===== src/rtl/frodo_pkg.sv =====
// Shared definitions for the Frodo instruction sequencer: encodings, latencies
// and the three stored micro-programs.
package frodo_pkg;

    localparam int INST_W = 28;
    localparam int CNT_W  = 8;

    typedef enum logic [2:0] {
        OP_LOAD   = 3'b000,
        OP_STORE  = 3'b001,
        OP_GEN    = 3'b010,
        OP_SAMPLE = 3'b011,
        OP_MATMUL = 3'b100,
        OP_MATADD = 3'b101,
        OP_ENCODE = 3'b110,
        OP_END    = 3'b111
    } opcode_e;

    typedef enum logic [1:0] {
        LVL_RSVD = 2'b00,
        LVL_640  = 2'b01,
        LVL_976  = 2'b10,
        LVL_1344 = 2'b11
    } level_e;

    typedef enum logic [1:0] {
        MODE_KEYGEN = 2'b00,
        MODE_ENCAPS = 2'b01,
        MODE_DECAPS = 2'b10,
        MODE_RSVD   = 2'b11
    } mode_e;

    typedef enum logic [1:0] {
        S_IDLE  = 2'b00,
        S_ISSUE = 2'b01,
        S_EXEC  = 2'b10,
        S_DONE  = 2'b11
    } state_e;

    localparam logic [CNT_W-1:0] LAT_GEN_SAMPLE = 8'd16;
    localparam logic [CNT_W-1:0] LAT_ENCODE     = 8'd8;

    localparam int N_640  = 640;
    localparam int N_976  = 976;
    localparam int N_1344 = 1344;

    function automatic logic [CNT_W-1:0] mat_latency(input logic [1:0] lvl);
        case (lvl)
            LVL_976:  return CNT_W'(N_976 / 8);
            LVL_1344: return CNT_W'(N_1344 / 8);
            default:  return CNT_W'(N_640 / 8);
        endcase
    endfunction

    // The low pad is 5 bits so the opcode sits in the top 3 bits of the 28-bit word.
    function automatic logic [INST_W-1:0] mem_inst(input logic [2:0] op, input logic [11:0] addr,
                                                   input logic [5:0] len, input logic [1:0] port);
        return {op, addr, len, port, 5'b0};
    endfunction

    function automatic logic [INST_W-1:0] cmp_inst(input logic [2:0] op, input logic [3:0] a,
                                                   input logic [3:0] b, input logic [3:0] c,
                                                   input logic [1:0] md);
        return {op, a, b, c, md, 11'b0};
    endfunction

    localparam logic [INST_W-1:0] I_LOAD   = mem_inst(OP_LOAD, 12'd100, 6'd4, 2'd0);
    localparam logic [INST_W-1:0] I_STORE  = mem_inst(OP_STORE, 12'd200, 6'd2, 2'd0);
    localparam logic [INST_W-1:0] I_GEN    = cmp_inst(OP_GEN, 4'd0, 4'd0, 4'd0, 2'd0);
    localparam logic [INST_W-1:0] I_SAMPLE = cmp_inst(OP_SAMPLE, 4'd0, 4'd0, 4'd0, 2'd0);
    localparam logic [INST_W-1:0] I_MATMUL = cmp_inst(OP_MATMUL, 4'd1, 4'd2, 4'd3, 2'd0);
    localparam logic [INST_W-1:0] I_MATADD = cmp_inst(OP_MATADD, 4'd0, 4'd3, 4'd1, 2'd0);
    localparam logic [INST_W-1:0] I_ENC    = cmp_inst(OP_ENCODE, 4'd0, 4'd0, 4'd2, 2'd0);
    localparam logic [INST_W-1:0] I_DEC    = cmp_inst(OP_ENCODE, 4'd0, 4'd0, 4'd3, 2'd1);
    localparam logic [INST_W-1:0] I_END    = cmp_inst(OP_END, 4'd0, 4'd0, 4'd0, 2'd0);

    localparam logic [INST_W-1:0] PROG_KEYGEN [16] = '{
        I_LOAD, I_GEN, I_SAMPLE, I_MATMUL, I_MATADD, I_STORE, I_END, I_END,
        I_END, I_END, I_END, I_END, I_END, I_END, I_END, I_END
    };

    localparam logic [INST_W-1:0] PROG_ENCAPS [16] = '{
        I_LOAD, I_GEN, I_SAMPLE, I_MATMUL, I_MATADD, I_ENC, I_STORE, I_END,
        I_END, I_END, I_END, I_END, I_END, I_END, I_END, I_END
    };

    localparam logic [INST_W-1:0] PROG_DECAPS [16] = '{
        I_LOAD, I_MATMUL, I_DEC, I_GEN, I_SAMPLE, I_MATMUL, I_MATADD, I_STORE,
        I_END, I_END, I_END, I_END, I_END, I_END, I_END, I_END
    };

endpackage


===== src/rtl/frodo_prog_rom.sv =====
// Combinational micro-program store: (mode, pc) -> instruction word.
module frodo_prog_rom
    import frodo_pkg::*;
(
    input  logic [1:0]        i_mode,
    input  logic [3:0]        i_pc,
    output logic [INST_W-1:0] o_inst
);

    always_comb begin
        case (i_mode)
            MODE_ENCAPS: o_inst = PROG_ENCAPS[i_pc];
            MODE_DECAPS: o_inst = PROG_DECAPS[i_pc];
            default:     o_inst = PROG_KEYGEN[i_pc];
        endcase
    end

endmodule


===== src/rtl/frodo_top.sv =====
// Frodo instruction sequencer: issues a stored program, models per-instruction
// latency and guards the whole run with a watchdog.
module frodo_top
    import frodo_pkg::*;
#(
    parameter int INST_WIDTH = 28,
    parameter int ADDR_WIDTH = 12,
    parameter int TIME       = 10000000
) (
    input  logic                  clk,
    input  logic                  rstn,
    input  logic [1:0]            level,
    input  logic [1:0]            mode_ctrl,
    input  logic                  start,
    output logic [INST_WIDTH-1:0] inst,
    output logic                  inst_valid,
    output logic                  busy,
    output logic                  done,
    output logic                  error
);

    localparam int WD_W    = $clog2(TIME + 1);
    localparam int LEN_LSB = INST_WIDTH - 3 - ADDR_WIDTH - 6;

    state_e                r_state, w_state_next;
    logic [1:0]            r_level, r_mode;
    logic [3:0]            r_pc;
    logic [CNT_W-1:0]      r_cnt;
    logic [WD_W-1:0]       r_wdog;
    logic [INST_WIDTH-1:0] r_inst;
    logic                  r_error;

    logic [INST_W-1:0]     w_rom_inst;
    logic [1:0]            w_rom_mode;
    logic [3:0]            w_rom_pc;
    logic [2:0]            w_opcode;
    logic [5:0]            w_len;
    logic [CNT_W-1:0]      w_lat;
    logic                  w_busy, w_start_ok, w_start_bad, w_timeout, w_load_inst;

    assign w_busy      = (r_state == S_ISSUE) || (r_state == S_EXEC);
    assign w_start_ok  = (r_state == S_IDLE) && start && (level != LVL_RSVD) && (mode_ctrl != MODE_RSVD);
    assign w_start_bad = (r_state == S_IDLE) && start && ((level == LVL_RSVD) || (mode_ctrl == MODE_RSVD));
    assign w_timeout   = w_busy && (r_wdog == WD_W'(TIME - 1));

    // The first instruction is fetched straight from the inputs on the accepting edge.
    assign w_rom_mode = (r_state == S_IDLE) ? mode_ctrl : r_mode;
    assign w_rom_pc   = (r_state == S_IDLE) ? 4'd0 : r_pc;

    frodo_prog_rom u_rom (
        .i_mode (w_rom_mode),
        .i_pc   (w_rom_pc),
        .o_inst (w_rom_inst)
    );

    assign w_opcode = r_inst[INST_WIDTH-1 -: 3];
    assign w_len    = r_inst[LEN_LSB +: 6];

    always_comb begin
        w_lat = '0;
        case (w_opcode)
            OP_LOAD, OP_STORE:   w_lat = CNT_W'(w_len) + CNT_W'(1);
            OP_GEN, OP_SAMPLE:   w_lat = LAT_GEN_SAMPLE;
            OP_MATMUL, OP_MATADD: w_lat = mat_latency(r_level);
            OP_ENCODE:           w_lat = LAT_ENCODE;
            default:             w_lat = '0;
        endcase
    end

    always_comb begin
        w_state_next = r_state;
        w_load_inst  = 1'b0;
        case (r_state)
            S_IDLE: begin
                if (w_start_ok) begin
                    w_state_next = S_ISSUE;
                    w_load_inst  = 1'b1;
                end
            end
            S_ISSUE: w_state_next = (w_opcode == OP_END) ? S_DONE : S_EXEC;
            S_EXEC: begin
                if (r_cnt <= CNT_W'(1)) begin
                    w_state_next = S_ISSUE;
                    w_load_inst  = 1'b1;
                end
            end
            default: w_state_next = S_IDLE;
        endcase
        if (w_timeout) begin
            w_state_next = S_IDLE;
            w_load_inst  = 1'b0;
        end
    end

    always_ff @(posedge clk or negedge rstn) begin
        if (!rstn) begin
            r_state <= S_IDLE;
            r_level <= '0;
            r_mode  <= '0;
            r_pc    <= '0;
            r_cnt   <= '0;
            r_wdog  <= '0;
            r_inst  <= '0;
            r_error <= 1'b0;
        end else begin
            r_state <= w_state_next;
            if (w_load_inst)
                r_inst <= w_rom_inst;
            if (r_state == S_ISSUE) begin
                r_cnt <= w_lat;
                r_pc  <= r_pc + 4'd1;
            end else if (r_state == S_EXEC) begin
                r_cnt <= r_cnt - CNT_W'(1);
            end
            if (w_busy)
                r_wdog <= r_wdog + WD_W'(1);
            if (w_start_ok) begin
                r_level <= level;
                r_mode  <= mode_ctrl;
                r_pc    <= '0;
                r_wdog  <= '0;
                r_error <= 1'b0;
            end else if (w_start_bad || w_timeout) begin
                r_error <= 1'b1;
            end
        end
    end

    assign inst       = r_inst;
    assign inst_valid = (r_state == S_ISSUE);
    assign busy       = w_busy;
    assign done       = (r_state == S_DONE);
    assign error      = r_error;

endmodule


===== config.mk =====
export PLATFORM = sky130hd
export DESIGN_NAME = frodo_top
export DESIGN_NICKNAME = d
export VERILOG_FILES = /design/src/rtl/frodo_pkg.sv /design/src/rtl/frodo_prog_rom.sv /design/src/rtl/frodo_top.sv
export SDC_FILE = /design/constraint.sdc
export NUM_CORES = 1
export LEC_CHECK = 0
export BUFFER_PORTS_ARGS = -buffer_cell sky130_fd_sc_hd__buf_4
export CAP_MARGIN = 20
export CORE_AREA = 5 5 84 86
export CTS_CLUSTER_DIAMETER = 60
export CTS_CLUSTER_SIZE = 8
export DETAILED_ROUTE_END_ITERATION = 10
export DIE_AREA = 0 0 89 91
export PLACE_DENSITY = 0.78
export SYNTH_ARGS = -nofsm -noshare
export SYNTH_HDL_FRONTEND = slang
export SYNTH_SLANG_ARGS = --single-unit

===== constraint.sdc =====
create_clock -name clk -period 3.34 [get_ports clk]
set_input_delay 0.501 -clock clk [delete_from_list [all_inputs] [get_ports clk]]
set_output_delay 0.501 -clock clk [all_outputs]
set_load 0.02 [all_outputs]

==> metrics.txt, run 1 <==
Post-layout nets 411; peak supply drop ~250 µV; final hold violations 0; synthesized area per cell 9.43 µm²; CP max FO 12; post-route minimum period 2.78 ns; reg-to-reg startpoint r_state[0]; DR WL/cell 15.3 µm; Via density 5.88; dpl cells 460; grt ovf 0; DRC Markers 0; Core Box Area 0.00620 mm²; Detail Placement HPWL 5.14 mm; Fmax 0.359 GHz; number of enable flip-flop cells after synthesis 0; std cell rows 29; Layout area overhead 8.14%; Clk Latency, worst-skew pair ~0.31 ns; predominant post-synthesis flop cell dfrtp_1; Total Die Area 0.00810 mm²; worst path cell trace inv_1 > ha_1 > mux2_2 > ha_1 > nand2b_1 > a21oi_1 > or3_1 > mux2_2; clk root buf clkbuf_8; Hold Slack between 0.2 and 0.25 ns; largest net degree at the start of global routing 56; final setup vio count 0; final worst path period share between 80% and 90%; crit end category register; Vias 2751; clock buffer depth 2; asr flop ratio synth 100%; Crit Path Category register to register; max_cap viols 0; first-pass GRT wire length ~12 mm; initial antenna violation count 0; Final Skew 0.0120 ns; Finished Core Util about three fifths; fraction of layout cells with a size suffix above 1 15.3%; yosys warns 0; Hold Crit Class primary input to asynchronous set/reset pin; CTS tree done; max_slew headroom between 40% and 50%; Setup TNS Final 0 ns; leakage 1.85 nW; Worst EP arrival 2.98 ns; CTS H-tree lvls 2; commonest non-fill, non-tap cell in the layout dfrtp_1; Finished Layout Cells 468; GP Congestion 0.887; number of clock sinks 55; startpoint types register; Total GRT Usage a little under a fifth; Pre-antenna DRT Iters 4; unrepaired setup endpoints after global routing no; # fillers 533; initial drt markers between 100 and 150; Crit-path slowest cell ha_1; required time of the critical path 3.54 ns; post-synth design cell area 0.00354 mm²; Post-CTS Setup Inserts 0; CP delay by family, top adder cells; total power about 0.0012 W; Buffers on Ports 25; power per cell area 319 mW/mm²; worst path bufs/invs 1; outcome finished clean; worst slew pin tran 0.794 ns; CP peak stage delay 0.46 ns; hold_buf cts 0; Synth Instances roughly 380; total wire length 7.16 mm; commonest cells after routing, fill and taps aside dfrtp_1 (55), nor2_1 (40), buf_4 (30), inv_1 (21), a21oi_1 (18); Ports 39; ANT cells 0; die height roughly 91 µm; sequential area share after synthesis 38.9%; width of the die between 80 and 90 µm; Slew Viols, Final 0; CTS clk-pin slew, worst paths approximately 0.10 ns; CP Launch Point r_state[0]; CTS buffer count 5; Final ANT Viol Nets 0; FF+latch count, synth 55; Starting Density 57.0%; vias in the first global route 2533; Unique masters post-synth between 60 and 70; Post-CTS Resized 0
==> path summary, 6_finish.rpt <==
check                             end  cells after the start  slack (ns)
setup reg to reg             inst[27]                      8        0.56
hold reg to reg              inst[21]                      1        0.52
setup / recovery             inst[27]                      8        0.56
min in group clk           r_level[0]                      3        0.45
hold / removal               r_cnt[1]                      1        0.22
max in group asynchronous    inst[27]                      1        2.65
==> synth_stat cells (4+ instances only) <==
cell type | number | area [µm²]
dfrtp_1 | 55 | 1380
nor2_1 | 40 | 150
inv_1 | 21 | 78.8
a21oi_1 | 19 | 95.1
buf_4 | 19 | 143
ha_1 | 14 | 175
nand2_1 | 14 | 52.6
nand3_1 | 14 | 70.1
o21ai_0 | 11 | 55.1
nand4_1 | 10 | 62.6
mux2_4 | 9 | 135
nand2b_1 | 9 | 56.3
xor2_1 | 9 | 78.8
buf_2 | 7 | 35.0
o21a_1 | 7 | 52.6
or4_1 | 7 | 52.6
xnor2_1 | 7 | 61.3
a31oi_1 | 6 | 37.5
and3_1 | 6 | 37.5
and4_1 | 6 | 52.6
clkbuf_1 | 6 | 22.5
mux2i_1 | 6 | 60.1
o31ai_1 | 6 | 45.0
nor3_1 | 5 | 25.0
nor4_1 | 4 | 25.0
==> power by group <==
part	leakage, nW	switching, W	internal, W
logic	1.11	0.0000300	0.00000486
clock network	0.0654	0.000222	0.000300
registers	0.676	0	0.000665
total	1.85	0.000252	0.000970
==> worst reg2reg max path: stages, from the launching register on <==
cell and delay [ns]:
dfrtp_1 0.44, inv_1 0.11, ha_1 0.33, mux2_2 0.39, ha_1 0.46, nand2b_1 0.26
a21oi_1 0.06, or3_1 0.35, mux2_2 0.26
==> cell families after synthesis <==
family / after synthesis / share of synthesized area, %
buffers and inverters: 55 / 8.31
other: 1 / 0.106
adder cells (fa/ha/maj): 14 / 4.95
flip-flops: 55 / 38.9
AND/OR/NAND/NOR: 140 / 22.3
AO/OA/AOI/OAI: 76 / 15.0
multiplexers: 18 / 6.47
XOR/XNOR: 16 / 3.96
==> final cells by class <==
type                    instances  area (µm²)  area share [%]
inverters                      21        78.8            2.06
well taps                      77        96.3            2.52
clock inverters                 2        60.1            1.57
clock buffers                   6        72.6            1.90
repair buffers                 30         225            5.89
flip-flops and latches         55        1380            36.0
multi-input cells             277        1920            50.1
==> sequential cells by signal, indices dropped and copies added (netlist names) <==
| name | count |
|---|---|
| inst | 12 |
| error | 1 |
| r_wdog | 24 |
| r_mode | 2 |
| r_cnt | 8 |
| r_state | 2 |
| r_level | 2 |
| r_pc | 4 |
==> metrics by stage <==
| step | instance area, µm² | worst slack, ns |
|---|---|---|
| floorplan | 3580 | 0.550 |
| global placement | 3690 | 0.675 |
| detailed placement | 3690 | 0.596 |
| CTS | 3820 | 0.589 |
| global route | 3820 | 0.377 |
| finish | 3820 | 0.556 |
==> routing by layer <==
layer	wire [µm]	share of wire (%)	vias up	global-route usage, %
li1	-	-	1350	-
met1	3410	48	1348	27.9
met2	3420	48	44	28.5
met3	238	3.3	9	3.26
met4	90	1.3	0	4.47
met5	0	0	-	0
(Power assumes the default switching activity.)
==> inputs of run 2 (changes only) <==
--- a/config.mk
+++ b/config.mk
@@ -5,14 +5,15 @@
 export SDC_FILE = /design/constraint.sdc
 export NUM_CORES = 1
 export LEC_CHECK = 0
+export ABC_AREA = 1
 export BUFFER_PORTS_ARGS = -buffer_cell sky130_fd_sc_hd__buf_4
 export CAP_MARGIN = 20
-export CORE_AREA = 5 5 84 86
+export CORE_AREA = 5 5 89 91
 export CTS_CLUSTER_DIAMETER = 60
 export CTS_CLUSTER_SIZE = 8
 export DETAILED_ROUTE_END_ITERATION = 10
-export DIE_AREA = 0 0 89 91
-export PLACE_DENSITY = 0.78
+export DIE_AREA = 0 0 94 96
+export PLACE_DENSITY = 0.76
 export SYNTH_ARGS = -nofsm -noshare
 export SYNTH_HDL_FRONTEND = slang
 export SYNTH_SLANG_ARGS = --single-unit
==> constraint.sdc (replaced) <==
create_clock -name clk -period 2.43 [get_ports clk]
set_input_delay 0.3645 -clock clk [delete_from_list [all_inputs] [get_ports clk]]
set_output_delay 0.3645 -clock clk [all_outputs]
set_load 0.02 [all_outputs]
==> run 2 against run 1 <==
Compared with the run above:
- cell count up 40%
- cell area up 5.6%
- clock-buffer cell count unchanged
- sequential share of layout area down 1.9 points
- setup slack worse by 0.29 ns
- register-to-register slack worse by 0.29 ns
- clock power up 21%
- critical path type unchanged
- maximum frequency up 28%
- flip-flop and latch count unchanged
- global-route usage up 0.17 points
- synthesized cell count up 42%
- clock skew up 0.0047 ns
==> metrics.txt, run 2 <==
Synth Instances 532 (was 375); Detail Placement HPWL 6.17 mm (was 5.14 mm); Synth area leader dfrtp_1 (unchanged); Final Skew 0.0167 ns (was 0.0120 ns); commonest non-fill, non-tap cell in the layout nand2_1 (was dfrtp_1); crit end category register (unchanged); Pre-antenna DRT Iters 4 (unchanged); grt ovf 0 (unchanged); worst path bufs/invs 2 (was 1); # fillers 699 (was 533); pre-CTS setup slack 0.182 ns (was 0.596 ns); first-pass GRT wire length 13.7 mm (was 12.2 mm); number of enable flip-flop cells after synthesis 0 (unchanged); Ports 39 (unchanged); fraction of layout cells with a size suffix above 1 11.7% (was 15.3%); R2R Setup Slk 0.26 ns (was 0.56 ns); CTS clk-pin slew, worst paths 0.10 ns (about the same); Total Die Area 0.00902 mm² (was 0.00810 mm²); CTS tree done (unchanged); power per cell area 1160 mW/mm² (was 319 mW/mm²); Total GRT Usage 18.9% (was 18.7%); yosys warns 0 (unchanged); commonest cells after routing, fill and taps aside nand2_1 (156), inv_1 (69), nor2_1 (69), dfrtp_1 (55), buf_4 (30) (was dfrtp_1 (55), nor2_1 (40), buf_4 (30), inv_1 (21), a21oi_1 (18)); asr flop ratio synth 100% (unchanged); Core Box Area 0.00706 mm² (was 0.00620 mm²); total wire length 7.98 mm (was 7.16 mm); clk root buf clkbuf_8 (unchanged); Multi-input gate area 0.00192 mm² (about the same); CTS H-tree lvls 2 (unchanged); Setup TNS Final 0 ns (unchanged); post-synth design cell area 0.00370 mm² (was 0.00354 mm²); commonest cells in the netlist nand2_1 (156), inv_1 (69), nor2_1 (69) (was dfrtp_1 (55), nor2_1 (40), inv_1 (21)); DR WL/cell 12.2 µm (was 15.3 µm); final worst path period share 89.2% (was 83.3%); Unique masters post-synth 36 (was 62); area share of the largest cell type after synthesis 37.1% (was 38.9%); Starting Density 52.5% (was 57.0%); Vias 3321 (was 2751); CP delay by family, top adder cells (unchanged); CP peak stage delay 0.44 ns (was 0.46 ns); CP max FO 8 (was 12); Crit-path slowest cell dfrtp_1 (was ha_1); vias in the first global route 3060 (was 2533); final setup vio count 0 (unchanged); Buffers on Ports 25 (unchanged); PnR worst setup slack 0.263 ns (was 0.556 ns); register area 0.00138 mm² (unchanged); count leader, synth nand2_1 (was dfrtp_1); Via density 5.06 (was 5.88); worst path cell trace inv_1 > ha_2 > o21ai_1 > ha_2 > nor2_1 > inv_1 > nand2_1 > or2_1 > o21ai_0 > nand2_1 > nand2_1 (was inv_1 > ha_1 > mux2_2 > ha_1 > nand2b_1 > a21oi_1 > or3_1 > mux2_2); Critical Path Most Common Cell nand2_1; Clk Latency, worst-skew pair 0.31 ns (about the same); CTS buffer count 5 (unchanged); number of clock sinks 55 (unchanged); DRC Markers 0 (unchanged); Fmax 0.462 GHz (was 0.359 GHz); GP Congestion 0.900 (was 0.887); max FFs per register 24 (unchanged); outcome finished clean (unchanged); synthesized area per cell 6.96 µm² (was 9.43 µm²); clock buffer depth 2 (unchanged); initial drt markers 156 (was 129); Layout area overhead 9.02% (was 8.14%); Crit Path Category register to register (unchanged); largest net degree at the start of global routing 56 (unchanged); predominant post-synthesis flop cell dfrtp_1 (unchanged); Final ANT Viol Nets 0 (unchanged); unrepaired setup endpoints after global routing no (unchanged); die height 96 µm (was 91 µm); FF+latch count, synth 55 (unchanged); Cell Area, Placed 0.00392 mm² (was 0.00369 mm²); final hold violations 0 (unchanged); Most flops, register r_wdog (unchanged); Slew Viols, Final 0 (unchanged); fin area 0.00404 mm² (was 0.00382 mm²); peak supply drop 405 µV (was 249 µV); required time of the critical path 2.67 ns (was 3.54 ns); Post-CTS Setup Inserts 0 (unchanged); largest cells by area after synthesis dfrtp_1 (37%), nand2_1 (16%), inv_1 (7.0%) (was dfrtp_1 (39%), ha_1 (5.0%), nor2_1 (4.2%)); max_cap viols 0 (unchanged); initial antenna violation count 0 (unchanged); std cell rows 31 (was 29); Worst EP arrival 2.41 ns (was 2.98 ns); sequential area share after synthesis 37.1% (was 38.9%); Hold Crit Class primary input to asynchronous set/reset pin (unchanged); startpoint types register (unchanged); leakage 2.08 nW (was 1.85 nW); max_slew headroom 54.0% (was 47.0%); ANT cells 0 (unchanged); width of the die 94 µm (was 89 µm); total power 0.00467 W (was 0.00122 W); worst slew pin tran 0.690 ns (was 0.794 ns); post-route minimum period 2.17 ns (was 2.78 ns); Post-layout nets 577 (was 411)
run 2: cell types whose count changed after synthesis, moves of 7 or more:
cell and change:
nand2b_1 -9, xor2_1 -7, nand3_1 +15, o21a_1 -7, o21ai_0 +17, or4_1 -7
nor2_1 +29, inv_1 +48, nand2_1 +142, mux2_4 -9
run 2: final timing paths:
| check | start | end | cells after the start |
|---|---|---|---|
| setup / recovery | r_state[0] | inst[21] | 11 |
| hold / removal | rstn | r_cnt[6] | 1 |
| setup reg to reg | r_state[0] | inst[21] | 11 |
| hold reg to reg | r_cnt[7] | r_cnt[7] | 2 |
| max in group asynchronous | rstn | r_wdog[16] | 1 |
| min in group clk | mode_ctrl[1] | r_mode[1] | 3 |
run 2: cell type report:
type | count | share of cell area, %
clock inverter | 2 | 0.867
tap | 99 | 3.07
sequential | 55 | 34.1
inverter | 73 | 6.78
multi-input combinational | 391 | 47.6
clock buffer | 6 | 2.04
timing repair buffer | 30 | 5.58
run 2: routing by layer:
metal	routed length [µm]	track usage, %	up-vias
met5	0	0	-
met1	3590	23.9	1536
met3	371	3.28	10
met4	133	5.90	0
met2	3880	32.9	73
li1	-	-	1702
run 2: per-stage QoR:
stage	util, %	cells	hold WS (ns)
after floorplan	-	544	0.0689
after global placement	55.5	648	0.455
after detailed placement	55.5	648	0.463
after CTS	57.1	656	0.121
after global routing	57.2	656	0.139
final	57.2	656	0.0894
run 2: kinds of logic (layout without fill, tap and decap cells):
kind of cell,count (synthesis),in the layout,share of synthesized area [%]
buffers and inverters,98,111,12.3
flip-flops,55,55,37.1
other,1,13,0.101
AO/OA/AOI/OAI,69,69,10.4
adder cells (fa/ha/maj),14,14,4.73
XOR/XNOR,3,3,0.709
AND/OR/NAND/NOR,292,292,34.6
run 2: power by group:
| part | internal (W) | total (W) | switching [W] |
|---|---|---|---|
| logic | 0.000929 | 0.00261 | 0.00168 |
| registers | 0.00119 | 0.00144 | 0.000250 |
| clock network | 0.000334 | 0.000632 | 0.000298 |
| total | 0.00245 | 0.00467 | 0.00223 |
run 2: timing repair:
action / CTS / global route
hold buffers: 0 / 0
endpoints found under the setup margin: 0 / 8
gates resized for setup: 0 / 4
hold endpoints to repair: 0 / 0
run 2: worst reg2reg max path, cell delays in order, from the launching register on:
cell	delay, ns
dfrtp_1	0.44
inv_1	0.12
ha_2	0.27
o21ai_1	0.12
ha_2	0.42
nor2_1	0.07
inv_1	0.10
nand2_1	0.09
or2_1	0.26
o21ai_0	0.08
nand2_1	0.07
nand2_1	0.06
==> inputs of run 3 (changes only) <==
--- a/config.mk
+++ b/config.mk
@@ -5,15 +5,15 @@
 export SDC_FILE = /design/constraint.sdc
 export NUM_CORES = 1
 export LEC_CHECK = 0
-export ABC_AREA = 1
+export ABC_AREA = 0
 export BUFFER_PORTS_ARGS = -buffer_cell sky130_fd_sc_hd__buf_4
 export CAP_MARGIN = 20
-export CORE_AREA = 5 5 89 91
+export CORE_AREA = 5 5 88 90
 export CTS_CLUSTER_DIAMETER = 60
 export CTS_CLUSTER_SIZE = 8
 export DETAILED_ROUTE_END_ITERATION = 10
-export DIE_AREA = 0 0 94 96
-export PLACE_DENSITY = 0.76
+export DIE_AREA = 0 0 93 95
+export PLACE_DENSITY = 0.75
 export SYNTH_ARGS = -nofsm -noshare
 export SYNTH_HDL_FRONTEND = slang
 export SYNTH_SLANG_ARGS = --single-unit
==> run 3 against run 2 <==
Compared with the run above:
- first-iteration DRC count shrank 15%
- via count shrank 16%
- largest cell class unchanged
- critical path depth shrank 2
- register-to-register slack lost 0.18 ns
- maximum frequency shrank 7.7%
- non-clock buffer count grew 7
- wire length shrank 5.8%
- die area shrank 2.1%
==> metrics.txt, run 3 (same netlist as run 1, synthesis figures left out) <==
ANT cells 0 (unchanged); GP Congestion 0.892 (was 0.900); Starting Density 50.7% (was 52.5%); Global Route met1 Usage 23.2% (was 23.9%); Multi-input gate area 0.00198 mm² (was 0.00192 mm²); max_cap viols 0 (unchanged); Final Skew 0.00913 ns (was 0.0167 ns); fin area 0.00392 mm² (was 0.00404 mm²); vias in the first global route 2635 (was 3060); CTS clk-pin slew, worst paths 0.10 ns (about the same); Hold Slack 0.0878 ns (was 0.0894 ns); Via density 5.79 (was 5.06); commonest cells after routing, fill and taps aside dfrtp_1 (55), nor2_1 (40), buf_4 (36), inv_1 (20), a21oi_1 (18) (was nand2_1 (156), inv_1 (69), nor2_1 (69), dfrtp_1 (55), buf_4 (30)); final hold violations 0 (unchanged); Detail Placement HPWL 5.40 mm (was 6.17 mm); crit end category register (unchanged); Sw Ratio 22.9% (was 47.6%); outcome finished clean (unchanged); Fmax 0.426 GHz (was 0.462 GHz); worst slew pin tran 0.763 ns (was 0.690 ns); peak supply drop 200 µV (was 405 µV); # fillers 610 (was 699); Clk Latency, worst-skew pair 0.31 ns (about the same); Vias 2775 (was 3321); Internal 0.00115 W (was 0.00245 W); Global Route met3 Usage 2.87% (was 3.28%); startpoint types register (unchanged); sequential power share 61.6% (was 30.7%); largest net degree at the start of global routing 56 (unchanged); Post-layout nets 418 (was 577); max FFs per register 24 (unchanged); switching power 0.000339 W (was 0.00223 W); GRT met2 Usage 29.9% (was 32.9%); max_slew headroom 49.1% (was 54.0%); DRC Markers 0 (unchanged); Final ANT Viol Nets 0 (unchanged); CTS H-tree lvls 2 (unchanged); final worst path period share 96.6% (was 89.2%); Slew Viols, Final 0 (unchanged); first-pass GRT wire length 12.5 mm (was 13.7 mm); leakage 1.90 nW (was 2.08 nW); power per cell area 379 mW/mm² (was 1160 mW/mm²); initial drt markers 133 (was 156); Finished Core Util 56.1% (was 57.2%); required time of the critical path 2.63 ns (was 2.67 ns); worst path cell trace inv_2 > ha_4 > mux2i_4 > inv_1 > ha_2 > nor3_2 > and3b_1 > a211o_1 > mux2_4 (was inv_1 > ha_2 > o21ai_1 > ha_2 > nor2_1 > inv_1 > nand2_1 > or2_1 > o21ai_0 > nand2_1 > nand2_1); CTS buffer count 5 (unchanged); Most flops, register r_wdog (unchanged); CTS tree done (unchanged); Crit-path slowest cell dfrtp_1 (unchanged); Ports 39 (unchanged); fraction of layout cells with a size suffix above 1 18.9% (was 11.7%); number of clock sinks 55 (unchanged); register area 0.00138 mm² (unchanged); Crit Path Category register to register (unchanged); Layout area overhead 10.7% (was 9.02%); Buffers on Ports 25 (unchanged); std cell rows 31 (unchanged); Pre-antenna DRT Iters 4 (unchanged); Core Box Area 0.00698 mm² (was 0.00706 mm²); commonest non-fill, non-tap cell in the layout dfrtp_1 (was nand2_1); die height 95 µm (was 96 µm); total wire length 7.52 mm (was 7.98 mm); CP peak stage delay 0.44 ns (about the same); width of the die 93 µm (was 94 µm); Worst EP arrival 2.54 ns (was 2.41 ns); DR WL/cell 15.7 µm (was 12.2 µm); initial antenna violation count 0 (unchanged); Hold Crit Class primary input to asynchronous set/reset pin (unchanged); hold_buf cts 0 (unchanged); final setup vio count 0 (unchanged); Total Die Area 0.00884 mm² (was 0.00902 mm²); Comb power frac 3.3% (was 55.8%); grt ovf 0 (unchanged); clock buffer depth 2 (unchanged); Total GRT Usage 17.6% (was 18.9%); CP max FO 6 (was 8); peak-usage layer in the global routing report met2 (unchanged); Clk pwr share 35.2% (was 13.5%); clk root buf clkbuf_8 (unchanged); total power 0.00149 W (was 0.00467 W); post-route minimum period 2.35 ns (was 2.17 ns); Cell Area, Placed 0.00380 mm² (was 0.00392 mm²)
## run 3: worst max-delay path: cells and delay by family, from the launching register on
family	cells	cell delay, ns
multiplexers	2	0.52
flip-flops	1	0.44
adder cells (fa/ha/maj)	2	0.41
AND/OR/NAND/NOR	2	0.40
AO/OA/AOI/OAI	1	0.27
buffers and inverters	2	0.19
## run 3: power by group through the flow
stage          Combinational [W]  Sequential [W]  Clock [W]
2_1_floorplan          0.0000342        0.000933          0
3_3_place_gp           0.0000495        0.000933          0
3_5_place_dp           0.0000496        0.000933          0
4_1_cts                0.0000496        0.000915   0.000538
5_1_grt                0.0000556        0.000915   0.000569
6_report               0.0000484        0.000914   0.000523
## run 3: final cells by class
type                       instances  share of cell area, %
sequential                        55                   35.2
timing repair buffer              37                   7.41
multi-input combinational        277                   50.6
clock buffer                       6                   2.11
clock inverter                     1                  0.128
inverter                          21                   2.01
tap                               82                   2.62
## run 3: path summary, 6_finish.rpt
check                           start    endpoint  slack, ns  cells after the start
max                        r_state[1]    inst[19]       0.08                      9
min                              rstn    r_cnt[0]       0.09                      1
max reg2reg                r_state[1]    inst[19]       0.08                      9
min reg2reg                  inst[21]    inst[21]       0.52                      1
max in group asynchronous        rstn       error       1.87                      1
min in group clk             level[0]  r_level[0]       0.29                      3
## run 3: what timing repair did
action,in CTS,in global routing
gates resized for setup,0,2
setup endpoints to repair,0,3
setup buffers,0,1
## run 3: routing by layer
layer,wire (µm),part of all wire (%)
met1,3530,47
met4,98,1.3
met5,0,0
met3,206,2.7
met2,3680,49
## run 3: metrics by stage
stage / setup WS, ns / std cells / TNS, ns
after floorplan: -0.0369 / 387 / -0.0369
after global placement: 0.110 / 471 / 0
after detailed placement: 0.0382 / 471 / 0
after CTS: 0.0154 / 478 / 0
after global routing: -0.00638 / 479 / -0.00638
final: 0.0834 / 479 / 0
